<file path="src/rtl/vga_sprite_gen.sv">
// VGA timing generator with N fixed-colour box sprites and register-mapped positions.
// Define VGA_SHADOW_EN to latch sprite positions only at frame start (tear-free).
module vga_sprite_gen #(
    parameter int H_RES        = 640,
    parameter int H_FP         = 16,
    parameter int H_SYNC       = 96,
    parameter int H_BP         = 48,
    parameter int V_RES        = 480,
    parameter int V_FP         = 10,
    parameter int V_SYNC       = 2,
    parameter int V_BP         = 33,
    parameter int COUNTER_BITS = 10,
    parameter int N_SPRITES    = 3,
    parameter int BASE_ADDR    = 6000,
    parameter int SPRITE_W     = 16,
    parameter int SPRITE_H     = 16,
    parameter logic [N_SPRITES*24-1:0] SPRITE_RGB =
        {24'hFF0000, 24'h00FF00, 24'h0000FF},
    parameter logic [23:0] BG_RGB = 24'h000000
) (
    input  logic        clk_50MHz,
    input  logic        clear,
    input  logic        wr_en,
    input  logic [15:0] wr_addr,
    input  logic [15:0] wr_data,
    output logic        clk_25MHz,
    output logic        h_sync,
    output logic        v_sync,
    output logic        sync_n,
    output logic        blank_n,
    output logic [7:0]  red_out,
    output logic [7:0]  green_out,
    output logic [7:0]  blue_out,
    output logic        frame_start
);

    localparam int CB    = COUNTER_BITS;
    localparam int H_TOT = H_RES + H_FP + H_SYNC + H_BP;
    localparam int V_TOT = V_RES + V_FP + V_SYNC + V_BP;

    localparam logic [CB-1:0] H_LAST   = CB'(H_TOT - 1);
    localparam logic [CB-1:0] V_LAST   = CB'(V_TOT - 1);
    localparam logic [CB-1:0] H_VIS    = CB'(H_RES);
    localparam logic [CB-1:0] V_VIS    = CB'(V_RES);
    localparam logic [CB-1:0] HS_FIRST = CB'(H_RES + H_FP);
    localparam logic [CB-1:0] HS_LAST  = CB'(H_RES + H_FP + H_SYNC - 1);
    localparam logic [CB-1:0] VS_FIRST = CB'(V_RES + V_FP);
    localparam logic [CB-1:0] VS_LAST  = CB'(V_RES + V_FP + V_SYNC - 1);

    logic          pix_en;
    logic          h_wrap;
    logic          v_wrap;
    logic [CB-1:0] h_cnt;
    logic [CB-1:0] v_cnt;

    logic [15:0] wr_x   [N_SPRITES];
    logic [15:0] wr_y   [N_SPRITES];
    logic [15:0] disp_x [N_SPRITES];
    logic [15:0] disp_y [N_SPRITES];

    logic [16:0] h_ext;
    logic [16:0] v_ext;
    logic [23:0] pix_rgb;
    logic        visible;
    logic        hs_act;
    logic        vs_act;

    assign sync_n = 1'b0;
    assign pix_en = clk_25MHz;
    assign h_wrap = (h_cnt == H_LAST);
    assign v_wrap = (v_cnt == V_LAST);
    assign frame_start = pix_en & h_wrap & v_wrap;

    always_ff @(posedge clk_50MHz or negedge clear) begin
        if (!clear) begin
            clk_25MHz <= 1'b0;
        end else begin
            clk_25MHz <= ~clk_25MHz;
        end
    end

    always_ff @(posedge clk_50MHz or negedge clear) begin
        if (!clear) begin
            h_cnt <= '0;
            v_cnt <= '0;
        end else if (pix_en) begin
            if (h_wrap) begin
                h_cnt <= '0;
                v_cnt <= v_wrap ? '0 : v_cnt + 1'b1;
            end else begin
                h_cnt <= h_cnt + 1'b1;
            end
        end
    end

    // X at BASE+8i, Y at BASE+8i+4; anything else falls through untouched
    always_ff @(posedge clk_50MHz or negedge clear) begin
        if (!clear) begin
            for (int i = 0; i < N_SPRITES; i++) begin
                wr_x[i] <= 16'hFFFF;
                wr_y[i] <= 16'hFFFF;
            end
        end else if (wr_en) begin
            for (int i = 0; i < N_SPRITES; i++) begin
                if (wr_addr == 16'(BASE_ADDR + 8 * i))
                    wr_x[i] <= wr_data;
                if (wr_addr == 16'(BASE_ADDR + 8 * i + 4))
                    wr_y[i] <= wr_data;
            end
        end
    end

`ifdef VGA_SHADOW_EN
    // copy sees the pre-write value, so a boundary write lands next frame
    always_ff @(posedge clk_50MHz or negedge clear) begin
        if (!clear) begin
            for (int i = 0; i < N_SPRITES; i++) begin
                disp_x[i] <= 16'hFFFF;
                disp_y[i] <= 16'hFFFF;
            end
        end else if (frame_start) begin
            for (int i = 0; i < N_SPRITES; i++) begin
                disp_x[i] <= wr_x[i];
                disp_y[i] <= wr_y[i];
            end
        end
    end
`else
    assign disp_x = wr_x;
    assign disp_y = wr_y;
`endif

    assign h_ext = 17'(h_cnt);
    assign v_ext = 17'(v_cnt);

    // walk high to low so the lowest-index covering sprite wins
    always_comb begin
        pix_rgb = BG_RGB;
        for (int i = N_SPRITES - 1; i >= 0; i--) begin
            if ({1'b0, disp_x[i]} <= h_ext &&
                h_ext < {1'b0, disp_x[i]} + 17'(SPRITE_W) &&
                {1'b0, disp_y[i]} <= v_ext &&
                v_ext < {1'b0, disp_y[i]} + 17'(SPRITE_H))
                pix_rgb = SPRITE_RGB[24*i +: 24];
        end
    end

    assign visible = (h_cnt < H_VIS) && (v_cnt < V_VIS);
    assign hs_act  = (h_cnt >= HS_FIRST) && (h_cnt <= HS_LAST);
    assign vs_act  = (v_cnt >= VS_FIRST) && (v_cnt <= VS_LAST);

    always_ff @(posedge clk_50MHz or negedge clear) begin
        if (!clear) begin
            h_sync    <= 1'b1;
            v_sync    <= 1'b1;
            blank_n   <= 1'b0;
            red_out   <= 8'h00;
            green_out <= 8'h00;
            blue_out  <= 8'h00;
        end else if (pix_en) begin
            h_sync  <= ~hs_act;
            v_sync  <= ~vs_act;
            blank_n <= visible;
            {red_out, green_out, blue_out} <= visible ? pix_rgb : 24'h000000;
        end
    end

endmodule

</file>
<file path="config.mk">
export PLATFORM = sky130hd
export DESIGN_NAME = vga_sprite_gen
export DESIGN_NICKNAME = d
export VERILOG_FILES = /design/src/rtl/vga_sprite_gen.sv
export SDC_FILE = /design/constraint.sdc
export NUM_CORES = 1
export LEC_CHECK = 0
export ABC_CLOCK_PERIOD_IN_PS = 7800
export BUFFER_PORTS_ARGS = -buffer_cell sky130_fd_sc_hd__buf_2
export CAP_MARGIN = 40
export CORE_MARGIN = 3
export CORE_UTILIZATION = 65
export DETAILED_ROUTE_END_ITERATION = 10
export PLACE_DENSITY = 0.84
export SLEW_MARGIN = 20
export SYNTH_ARGS = -nofsm -noshare
export SYNTH_HDL_FRONTEND = slang
export SYNTH_SLANG_ARGS = --single-unit
</file>
<file path="constraint.sdc">
create_clock -name clk_50MHz -period 7.8 [get_ports clk_50MHz]
set_input_delay 0.78 -clock clk_50MHz [delete_from_list [all_inputs] [get_ports clk_50MHz]]
set_output_delay 0.78 -clock clk_50MHz [all_outputs]
set_load 0.02 [all_outputs]
</file>
==> reports/qor.yml, run 1 <==
die:
  die_height_um: 122.1
  start_util_pct: 68.05
  io_pins: 65
  die_x_um: 122.1
  rows: 41
  dieArea_mm2: 0.01491
  core_mm2: 0.01288
synth:
  seq_area_frac_synth_pct: 36.53
  synth_edf_count: 0
  avgSynthCellArea_um2: 10.25
  syn-instance-count: 855
  synth_nets: 1020
  synth_seq_cells: 123
  syn_area_mm2: 0.008762
  ys_warn_count: 0
  synth_top_flop_cell: "dfstp_2"
  ys_types: 67
  postSynth.asyncResetShare_pct: 100.0
cells_and_area:
  drive_gt1_share_pct: 32.14
  fin_nets: 1074
  final_common_cell: "ha_1"
  areaGrowthSynthToFinish_pct: 11.57
  antenna_cells: 0
  layout_common_cells: "ha_1 (130), dfstp_2 (98), mux2_2 (86), inv_1 (64), buf_2 (62)"
placement:
  hpwlAfterDp_mm: 16.00
  gp_congestion: 0.9467
  portBuffers: 63
cts:
  post-cts-setup-buffers: 0
  tritoncts: "built"
  cts_resized: 0
  clk_latency_ps: 420
  ctsHoldBuffers: 0
  clockRootBuffer: "clkbuf_16"
  cts_buffer_depth: 2
  h-tree-depth: 4
  cts.clk_slew.worst_paths_ps: 60
  numCtsBuffers: 17
  cts_num_sinks: 123
sta:
  drv_slew: 0
  finalSetupTns_ps: 0
  fin_crit_sh_pct: 41.78
  final.min_clock_period_ps: 3258
  max_slew_margin_pct: 44.98
  setup_viol: 0
  worst_pin_slew_ps: 825.4
  rsz0062_at_grt: "no"
  skew_ps: 6.529
  hold_violations: 0
  timing.fmax_mhz: 306.9
critical_path:
  path_max_fanout: 8
  max_stage_delay_ps: 490
  r2r_cells: 11
  cpMaxStageDelayCell: "dfrtp_1"
  setup.worst_path.end_class: "output port"
  worstPathCellList: "inv_1 > ha_1 > nand2_1 > nor4_1 > nand3_1 > nor2_1 > buf_2"
  r2r-start: "disp_x[36]"
  r2r-end: "red_out[6]"
  r2r_slack_ps: 4600
  start_kind: "flip-flop"
  crit_end: "frame_start"
  path_class: "flip-flop to output port"
  required_ps: 7020
  critPathLaunch: "v_cnt[1]"
  arrival_ps: 2480
routing:
  wl_mm: 22.56
  routed_via_density: 6.340
  vias: 6930
  drtIter0Drc: 508
  drc: 0
  drtAntennaViolNets: 0
  drtPass1Iterations: 5
  post_drt_wl_per_cell_um: 20.64
worst_hold_path:
  hold_path.class: "input pin to async pin"
grt:
  antenna_found_initial: 0
  grt_overflow: 0
  grt_start_max_net_pins: 51
  grt_pass1_wl_mm: 36.55
  grtUsageTotal_pct: 31.90
  grt_pass1_vias: 6935
outcome:
  status: "complete, no violations"
run:
  max-cap-violations: 0
pwr:
  power_density_mw_per_mm2: 155.3
  leakagePower_nw: 4.459
  peakVddDrop_mv: 0.1487
  totalPowerFinal_mw: 1.518
## kinds of logic (layout without fill, tap and decap cells)
| group | after synthesis | count (layout) | share of synthesized area (%) |
|---|---|---|---|
| compound gates | 139 | 139 | 10.37 |
| xor+xnor | 36 | 36 | 3.598 |
| fa+ha+maj | 130 | 130 | 18.56 |
| buf+inv | 100 | 166 | 5.412 |
| flops | 123 | 123 | 36.53 |
| mux | 89 | 89 | 11.40 |
| other cells | 1 | 1 | 0.04280 |
| simple gates | 237 | 237 | 14.09 |
## cell type report
cell class                      count  area, um^2
Sequential cell                   123        3201
Clock inverter                      7       110.1
Multi-Input combinational cell    632        5087
Tap cell                          172       215.2
Fill cell                         856        3100
Timing Repair Buffer               71       409.1
Inverter                           64       240.2
Clock buffer                       24       513.0
## worst max-delay path: cells and delay by family, from the launching register on
| kind | cells | cell delay, ps |
|---|---|---|
| simple gates | 4 | 960 |
| flops | 1 | 490 |
| buf+inv | 2 | 410 |
| fa+ha+maj | 1 | 200 |
## stage by stage
stage,util [%],worst slack [ps],std cells,instance area (um^2),hold slack (ps)
after floorplan,-,5131,855,8762,484.4
after global placement,70.66,4939,1059,9099,472.1
after detailed placement,70.96,4779,1061,9138,481.8
after CTS,75.80,4620,1092,9761,384.8
after global routing,75.92,4459,1093,9776,424.6
final,75.92,4542,1093,9776,380.4
## registers in the layout, indices dropped and copies added (netlist names)
register   count
red_out        1
green_out      1
clk_25MHz      1
disp_y        48
h_cnt         10
disp_x        48
v_cnt         10
h_sync         1
blue_out       1
v_sync         1
blank_n        1
## layer usage
layer	vias to the layer above	routed length [um]	global-route usage [%]
met1	3378	9652	42.03
met4	0	747	12.88
met5	-	0	0
li1	3167	-	-
met2	319	10590	51.69
met3	66	1570	6.546
## worst min-delay path by stage
stage / start / end / slack [ps] / cells after the start
CTS: clear / blank_n / 380 / 1
finish: clear / blank_n / 380 / 1
floorplan: clear / blank_n / 480 / 0
detailed placement: blank_n / blank_n / 480 / 1
global placement: blank_n / blank_n / 470 / 1
global route: clear / blank_n / 420 / 1
## Yosys cell counts (all sizes together), types with 3 or more instances
cell	number	area, um^2
o211ai	5	37.54
buf	31	215.2
mux2	86	968.4
nand2	58	217.7
nand3	36	185.2
or3	4	30.03
xor2	13	113.9
nor2b	13	81.33
nor4	11	90.08
o21ai	47	235.2
o41ai	4	42.55
ha	130	1627
a21o	6	45.04
mux2i	3	30.03
and3	7	43.79
inv	64	240.2
nor4b	3	32.53
a211oi	3	22.52
o21a	7	52.55
a21oi	29	145.1
dfstp	98	2575
nor3	20	110.1
dfrtp	25	625.6
nor2	44	165.2
xnor2	23	201.4
a31oi	7	43.79
a211o	3	26.28
nand4	21	131.4
a2111oi	5	62.56
clkbuf	5	18.77
and4	6	52.55
nand2b	6	37.54
## power breakdown
group	switching, mW	leakage [nW]	internal, mW
clock	0.286	0.311	0.551
combinational	0.0280	2.81	0.0103
sequential	0.000370	1.34	0.642
Power figures use the tool's default switching activity.
==> run 2, diff against run 1 <==
--- a/config.mk
+++ b/config.mk
@@ -5,13 +5,13 @@
 export SDC_FILE = /design/constraint.sdc
 export NUM_CORES = 1
 export LEC_CHECK = 0
-export ABC_CLOCK_PERIOD_IN_PS = 7800
+export ABC_CLOCK_PERIOD_IN_PS = 2670
 export BUFFER_PORTS_ARGS = -buffer_cell sky130_fd_sc_hd__buf_2
 export CAP_MARGIN = 40
 export CORE_MARGIN = 3
-export CORE_UTILIZATION = 65
+export CORE_UTILIZATION = 56
 export DETAILED_ROUTE_END_ITERATION = 10
-export PLACE_DENSITY = 0.84
+export PLACE_DENSITY = 0.77
 export SLEW_MARGIN = 20
 export SYNTH_ARGS = -nofsm -noshare
 export SYNTH_HDL_FRONTEND = slang
==> constraint.sdc (replaced) <==
create_clock -name clk_50MHz -period 2.67 [get_ports clk_50MHz]
set_input_delay 0.267 -clock clk_50MHz [delete_from_list [all_inputs] [get_ports clk_50MHz]]
set_output_delay 0.267 -clock clk_50MHz [all_outputs]
set_load 0.02 [all_outputs]
==> run 2 against run 1 <==
  * The flow now finishes with violations (negative setup slack)
  * Largest power group unchanged
  * Setup slack got worse by 4600 ps
  * Total power increased to 2.8 times the previous value
  * Non-clock buffer count increased by 40
  * Design area increased by 3.5%
  * Global-route usage decreased by 5.5 points
  * Sequential power increased to 2.9 times the previous value
  * Sequential cell count unchanged
  * Count of clock-buffer cells in the layout unchanged
  * Sequential share of layout area decreased by 1.1 points
  * Clock power increased to 2.7 times the previous value
  * First-iteration DRC count increased by 10%
==> reports/qor.yml, run 2 (synthesized netlist as in run 1, its figures left out) <==
sta:
  timing.fmax_mhz: 364.6
  rsz0062_at_grt: "yes"  # was no
  worst_pin_slew_ps: 763.3  # was 825.4 ps
  skew_ps: 5.901  # was 6.529 ps
  drv_slew: 0  # unchanged
  fin_ws_ps: -72.98  # was 4542 ps
  hold_violations: 0  # unchanged
  setup_viol: 1  # was 0
  max_slew_margin_pct: 49.11  # was 44.98%
  fin_crit_sh_pct: 102.7
  holdWs_ps: 126.0  # was 380.4 ps
  final.min_clock_period_ps: 2743
cts:
  clk_latency_ps: 420  # about the same
  cts_num_sinks: 123  # unchanged
  cts.clk_slew.worst_paths_ps: 60  # about the same
  tritoncts: "built"  # unchanged
  cts_buffer_depth: 2  # unchanged
  numCtsBuffers: 17  # unchanged
  h-tree-depth: 4  # unchanged
  clockRootBuffer: "clkbuf_16"  # unchanged
cells_and_area:
  antenna_cells: 0  # unchanged
  seqCellArea_mm2: 0.003201  # unchanged
  layout_common_cells: "ha_1 (129), dfstp_2 (98), mux2_2 (86), inv_1 (64), buf_2 (62)"  # was ha_1 (130), dfstp_2 (98), mux2_2 (86), inv_1 (64), buf_2 (62)
  final_area_mm2: 0.01012  # was 0.009776 mm^2
  reg_top3: "disp_x (48), disp_y (48)"  # unchanged
  multi_input_area_mm2: 0.005154  # was 0.005087 mm^2
  final_common_cell: "ha_1"  # unchanged
  areaGrowthSynthToFinish_pct: 15.48  # was 11.57%
  drive_gt1_share_pct: 35.76  # was 32.14%
  n_fill_cell: 1162  # was 856
  fin_nets: 1114  # was 1074
  final_util_pct: 66.31  # was 75.92%
routing:
  vias: 6789  # was 6930
  drtPass1Iterations: 5  # unchanged
  drc: 0  # unchanged
  drtAntennaViolNets: 0  # unchanged
  routed_via_density: 5.788  # was 6.340
  drtIter0Drc: 560  # was 508
  wl_mm: 21.86  # was 22.56 mm
  post_drt_wl_per_cell_um: 18.63  # was 20.64 um
pwr:
  switching_share_pct: 21.67  # was 20.74%
  sequentialPowerShare_pct: 44.2  # was 42.3%
  p_int_mw: 3.320  # was 1.203 mW
  peakVddDrop_mv: 0.4575  # was 0.1487 mV
  clock_power_share_pct: 53.1  # was 55.2%
  switching_power_mw: 0.9186  # was 0.3148 mW
  combPwrFrac_pct: 2.6  # was 2.5%
  power_density_mw_per_mm2: 418.9  # was 155.3 mW/mm^2
  leakagePower_nw: 4.622  # was 4.459 nW
critical_path:
  required_ps: 2980  # was 7020 ps
  path_class: "flip-flop to flip-flop"  # was flip-flop to output port
  arrival_ps: 3050  # was 2480 ps
  path_max_fanout: 3  # was 8
  r2r_slack_ps: -70  # was 4600 ps
  setup.worst_path.end_class: "flip-flop"  # was output port
  start_kind: "flip-flop"  # unchanged
die:
  rows: 45  # was 41
  dieArea_mm2: 0.01718  # was 0.01491 mm^2
  die_height_um: 131.1  # was 122.1 um
  io_pins: 65  # unchanged
  start_util_pct: 57.43  # was 68.05%
  core_mm2: 0.01526  # was 0.01288 mm^2
  die_x_um: 131.1  # was 122.1 um
placement:
  place_ws_ps: -197.2  # was 4779 ps
  portBuffers: 63  # unchanged
  dpl_cell_area_mm2: 0.009475  # was 0.009138 mm^2
  gp_congestion: 0.9769  # was 0.9467
  hpwlAfterDp_mm: 16.59  # was 16.00 mm
outcome:
  status: "complete, but fails checks"  # was complete, no violations
  failed_checks: "negative setup slack"
grt:
  antenna_found_initial: 0  # unchanged
  grt_pass1_vias: 6495  # was 6935
  grt_pass1_wl_mm: 34.72  # was 36.55 mm
  grt_overflow: 0  # unchanged
  grtUsageTotal_pct: 26.41  # was 31.90%
  grt_start_max_net_pins: 44  # was 51
run:
  max-cap-violations: 0  # unchanged
worst_hold_path:
  hold_path.class: "input pin to flip-flop"  # was input pin to async pin
run 2: worst max-delay path, cell delays in order (launching register included):
cell and delay, ps:
dfstp_2 570, ha_4 160, nand3_2 80, xor2_1 150
ha_1 340, nand2_1 100, nor2_1 60, a2111oi_2 200
a21boi_2 220, o41ai_2 100, or4_1 430, a32o_1 230
run 2: layer usage:
layer | global-route usage [%] | up-vias | share of wire (%)
met2 | 40.83 | 238 | 45
li1 | - | 3263 | -
met1 | 37.80 | 3256 | 46
met3 | 3.647 | 32 | 5.7
met4 | 9.921 | 0 | 2.6
met5 | 0 | - | 0
run 2: worst paths after layout:
path,from,end,depth (start not counted)
setup / recovery,disp_x[36],green_out[6],11
hold / removal,wr_data[0],disp_y[16],3
setup reg to reg,disp_x[36],green_out[6],11
hold reg to reg,h_sync,h_sync,2
max in group asynchronous,clear,disp_x[45],3
min in group asynchronous,clear,green_out[6],2
run 2: power by group through the flow:
stage	clock network (mW)	registers, mW	logic (mW)
after floorplan	0	1.90	0.0150
after global placement	0	1.90	0.111
after detailed placement	0	1.90	0.113
after CTS	2.27	1.88	0.114
after global routing	2.35	1.87	0.124
final	2.25	1.88	0.111
run 2: final cells by class:
type	instances	area share, %
clock buffers	24	4.662
clock inverters	8	0.9398
inverters	64	2.374
multi-input cells	632	50.93
flip-flops and latches	123	31.63
well taps	211	2.609
repair buffers	111	6.850
run 2: repair_timing:
action,4_1_cts,5_1_grt
hold endpoints to repair,3,0
setup buffers,0,0
cloned,0,0
setup endpoints to repair,3,4
resized for setup,7,8
pin swaps,2,2
hold buffers,1,0
run 2: stage by stage:
step	power [mW]	TNS (ps)	instances
2_1_floorplan	1.917	0	855
3_3_place_gp	2.013	-78.34	1140
3_5_place_dp	2.015	-268.8	1140
4_1_cts	4.258	-8.848	1173
5_1_grt	4.350	-256.7	1173
6_report	4.239	-72.98	1173
==> run 3, diff against run 2 <==
--- a/config.mk
+++ b/config.mk
@@ -9,9 +9,10 @@
 export BUFFER_PORTS_ARGS = -buffer_cell sky130_fd_sc_hd__buf_2
 export CAP_MARGIN = 40
 export CORE_MARGIN = 3
-export CORE_UTILIZATION = 56
+export CORE_UTILIZATION = 57
+export CTS_BUF_LIST = sky130_fd_sc_hd__clkbuf_8
 export DETAILED_ROUTE_END_ITERATION = 10
-export PLACE_DENSITY = 0.77
+export PLACE_DENSITY = 0.78
 export SLEW_MARGIN = 20
 export SYNTH_ARGS = -nofsm -noshare
 export SYNTH_HDL_FRONTEND = slang
==> run 3 against run 2 <==
  * The flow still finishes with violations (negative setup slack)
  * Clock skew increased by 2.6 ps
  * Total power decreased by 9.3%
  * Fmax decreased by 0.90%
  * Die area decreased by 1.7%
  * Critical endpoint unchanged
  * Largest power group is now registers
==> reports/qor.yml, run 3 (synthesized netlist as in run 1, its figures left out) <==
grt:
  grtUsageTotal_pct: 26.96  # was 26.41%
  grt_pass1_wl_mm: 35.03  # was 34.72 mm
  grt_overflow: 0  # unchanged
  grt_pass1_vias: 6524  # was 6495
  grt_start_max_net_pins: 48  # was 44
  antenna_found_initial: 0  # unchanged
placement:
  portBuffers: 63  # unchanged
  hpwlAfterDp_mm: 16.49  # was 16.59 mm
  gp_congestion: 0.9215  # was 0.9769
cells_and_area:
  antenna_cells: 0  # unchanged
  reg_top3: "disp_x (48), disp_y (48)"  # unchanged
  n_fill_cell: 1131  # was 1162
  fin_nets: 1119  # was 1114
  final_common_cell: "ha_1"  # unchanged
  seqCellArea_mm2: 0.003201  # unchanged
  drive_gt1_share_pct: 36.40  # was 35.76%
  multi_input_area_mm2: 0.005139  # was 0.005154 mm^2
  areaGrowthSynthToFinish_pct: 13.91  # was 15.48%
  layout_common_cells: "ha_1 (129), dfstp_2 (98), mux2_2 (86), inv_1 (63), buf_2 (62)"  # was ha_1 (129), dfstp_2 (98), mux2_2 (86), inv_1 (64), buf_2 (62)
routing:
  drtIter0Drc: 558  # was 560
  drtAntennaViolNets: 0  # unchanged
  wl_mm: 21.78  # was 21.86 mm
  post_drt_wl_per_cell_um: 18.92  # was 18.63 um
  drtPass1Iterations: 5  # unchanged
  vias: 6752  # was 6789
  routed_via_density: 5.866  # was 5.788
  drc: 0  # unchanged
die:
  rows: 44  # was 45
  die_height_um: 130.0  # was 131.1 um
  dieArea_mm2: 0.01690  # was 0.01718 mm^2
  core_mm2: 0.01481  # was 0.01526 mm^2
  die_x_um: 130.0  # was 131.1 um
  io_pins: 65  # unchanged
  start_util_pct: 59.17  # was 57.43%
cts:
  clk_latency_ps: 450  # was 420 ps
  clockRootBuffer: "clkbuf_8"  # was clkbuf_16
  tritoncts: "built"  # unchanged
  cts.clk_slew.worst_paths_ps: 80  # was 60 ps
  h-tree-depth: 4  # unchanged
  cts_buffer_depth: 2  # unchanged
  cts_num_sinks: 123  # unchanged
  numCtsBuffers: 17  # unchanged
sta:
  worst_pin_slew_ps: 813.0  # was 763.3 ps
  fin_crit_sh_pct: 103.7  # was 102.7%
  final.min_clock_period_ps: 2768  # was 2743 ps
  holdWs_ps: 98.58  # was 126.0 ps
  drv_slew: 0  # unchanged
  timing.fmax_mhz: 361.3  # was 364.6 MHz
  hold_violations: 0  # unchanged
  setup_viol: 1  # unchanged
  fin_ws_ps: -97.83  # was -72.98 ps
  max_slew_margin_pct: 45.80  # was 49.11%
  skew_ps: 8.464  # was 5.901 ps
  finalSetupTns_ps: -97.83  # was -72.98 ps
  rsz0062_at_grt: "yes"  # unchanged
pwr:
  peakVddDrop_mv: 0.3053  # was 0.4575 mV
  leakagePower_nw: 4.581  # was 4.622 nW
  power_density_mw_per_mm2: 385.0  # was 418.9 mW/mm^2
critical_path:
  start_kind: "flip-flop"  # unchanged
  path_max_fanout: 3  # unchanged
  path_class: "flip-flop to flip-flop"  # unchanged
  arrival_ps: 3110  # was 3050 ps
  setup.worst_path.end_class: "flip-flop"  # unchanged
  required_ps: 3010  # was 2980 ps
worst_hold_path:
  hold_path.class: "input pin to flip-flop"  # unchanged
outcome:
  status: "complete, but fails checks"  # unchanged
  failed_checks: "negative setup slack"  # unchanged
run:
  max-cap-violations: 0  # unchanged
run 3: cell types whose count changed in the layout (fill, tap and decap cells not counted), sizes merged:
cell      delta
bufinv       +2
clkinv       -1
inv          +3
clkinvlp     +2
buf          +5
clkbuf       -6
run 3: final timing paths:
| path | depth (start not counted) | from | endpoint | slack [ps] |
|---|---|---|---|---|
| hold reg to reg | 2 | h_sync | h_sync | 490 |
| max in group asynchronous | 3 | clear | disp_y[28] | 1510 |
| min in group asynchronous | 2 | clear | h_cnt[2] | 370 |
| hold / removal | 3 | wr_data[0] | disp_y[16] | 100 |
| setup reg to reg | 11 | disp_x[37] | green_out[6] | -100 |
| setup / recovery | 11 | disp_x[37] | green_out[6] | -100 |
run 3: final cells by class:
cell class	count	area share, %
Clock inverter	14	1.931
Inverter	64	2.407
Clock buffer	18	2.482
Timing Repair Buffer	116	7.321
Multi-Input combinational cell	632	51.49
Sequential cell	123	32.07
Tap cell	184	2.307
run 3: timing repair:
item | in CTS | in global routing
gates cloned | 0 | 0
setup buffers | 1 | 0
setup endpoints to repair | 3 | 4
hold endpoints to repair | 11 | 0
hold buffers | 1 | 0
gates resized for setup | 7 | 5
pin swaps | 4 | 0
run 3: power by group:
group          leakage [nW]  internal [mW]  total (mW)  switching (mW)
clock network         0.212           1.04        1.86           0.815
logic                  3.03         0.0310       0.111          0.0799
registers              1.34           1.87        1.87        0.000968
total                  4.58           2.95        3.84           0.896
run 3: worst max-delay path, cell delays in order, from the launching register on:
cell,delay [ps]
dfstp_2,580
ha_4,150
nand3_2,80
xor2_1,150
ha_1,350
nand2_1,100
nor2_1,50
a2111oi_2,220
a21boi_2,240
o41ai_2,100
or4_1,410
a32o_1,230
run 3: metrics by stage:
step / std cells / worst slack [ps] / power, mW / area, um^2 / util [%]
floorplan: 855 / 1.032 / 1.917 / 8762 / -
global placement: 1117 / -84.78 / 2.012 / 9472 / 63.96
detailed placement: 1117 / -172.6 / 2.014 / 9472 / 63.96
CTS: 1151 / -42.98 / 3.877 / 9957 / 67.24
global route: 1151 / -210.5 / 3.983 / 9981 / 67.40
finish: 1151 / -97.83 / 3.843 / 9981 / 67.40
run 3: layer usage:
layer  up-vias  global-route usage (%)  share of wire, %
met5         -                       0                 0
met4         0                   7.763               2.5
met3        36                   4.666               6.9
met2       265                   42.71                45
met1      3190                   38.26                45
li1       3261                       -                 -
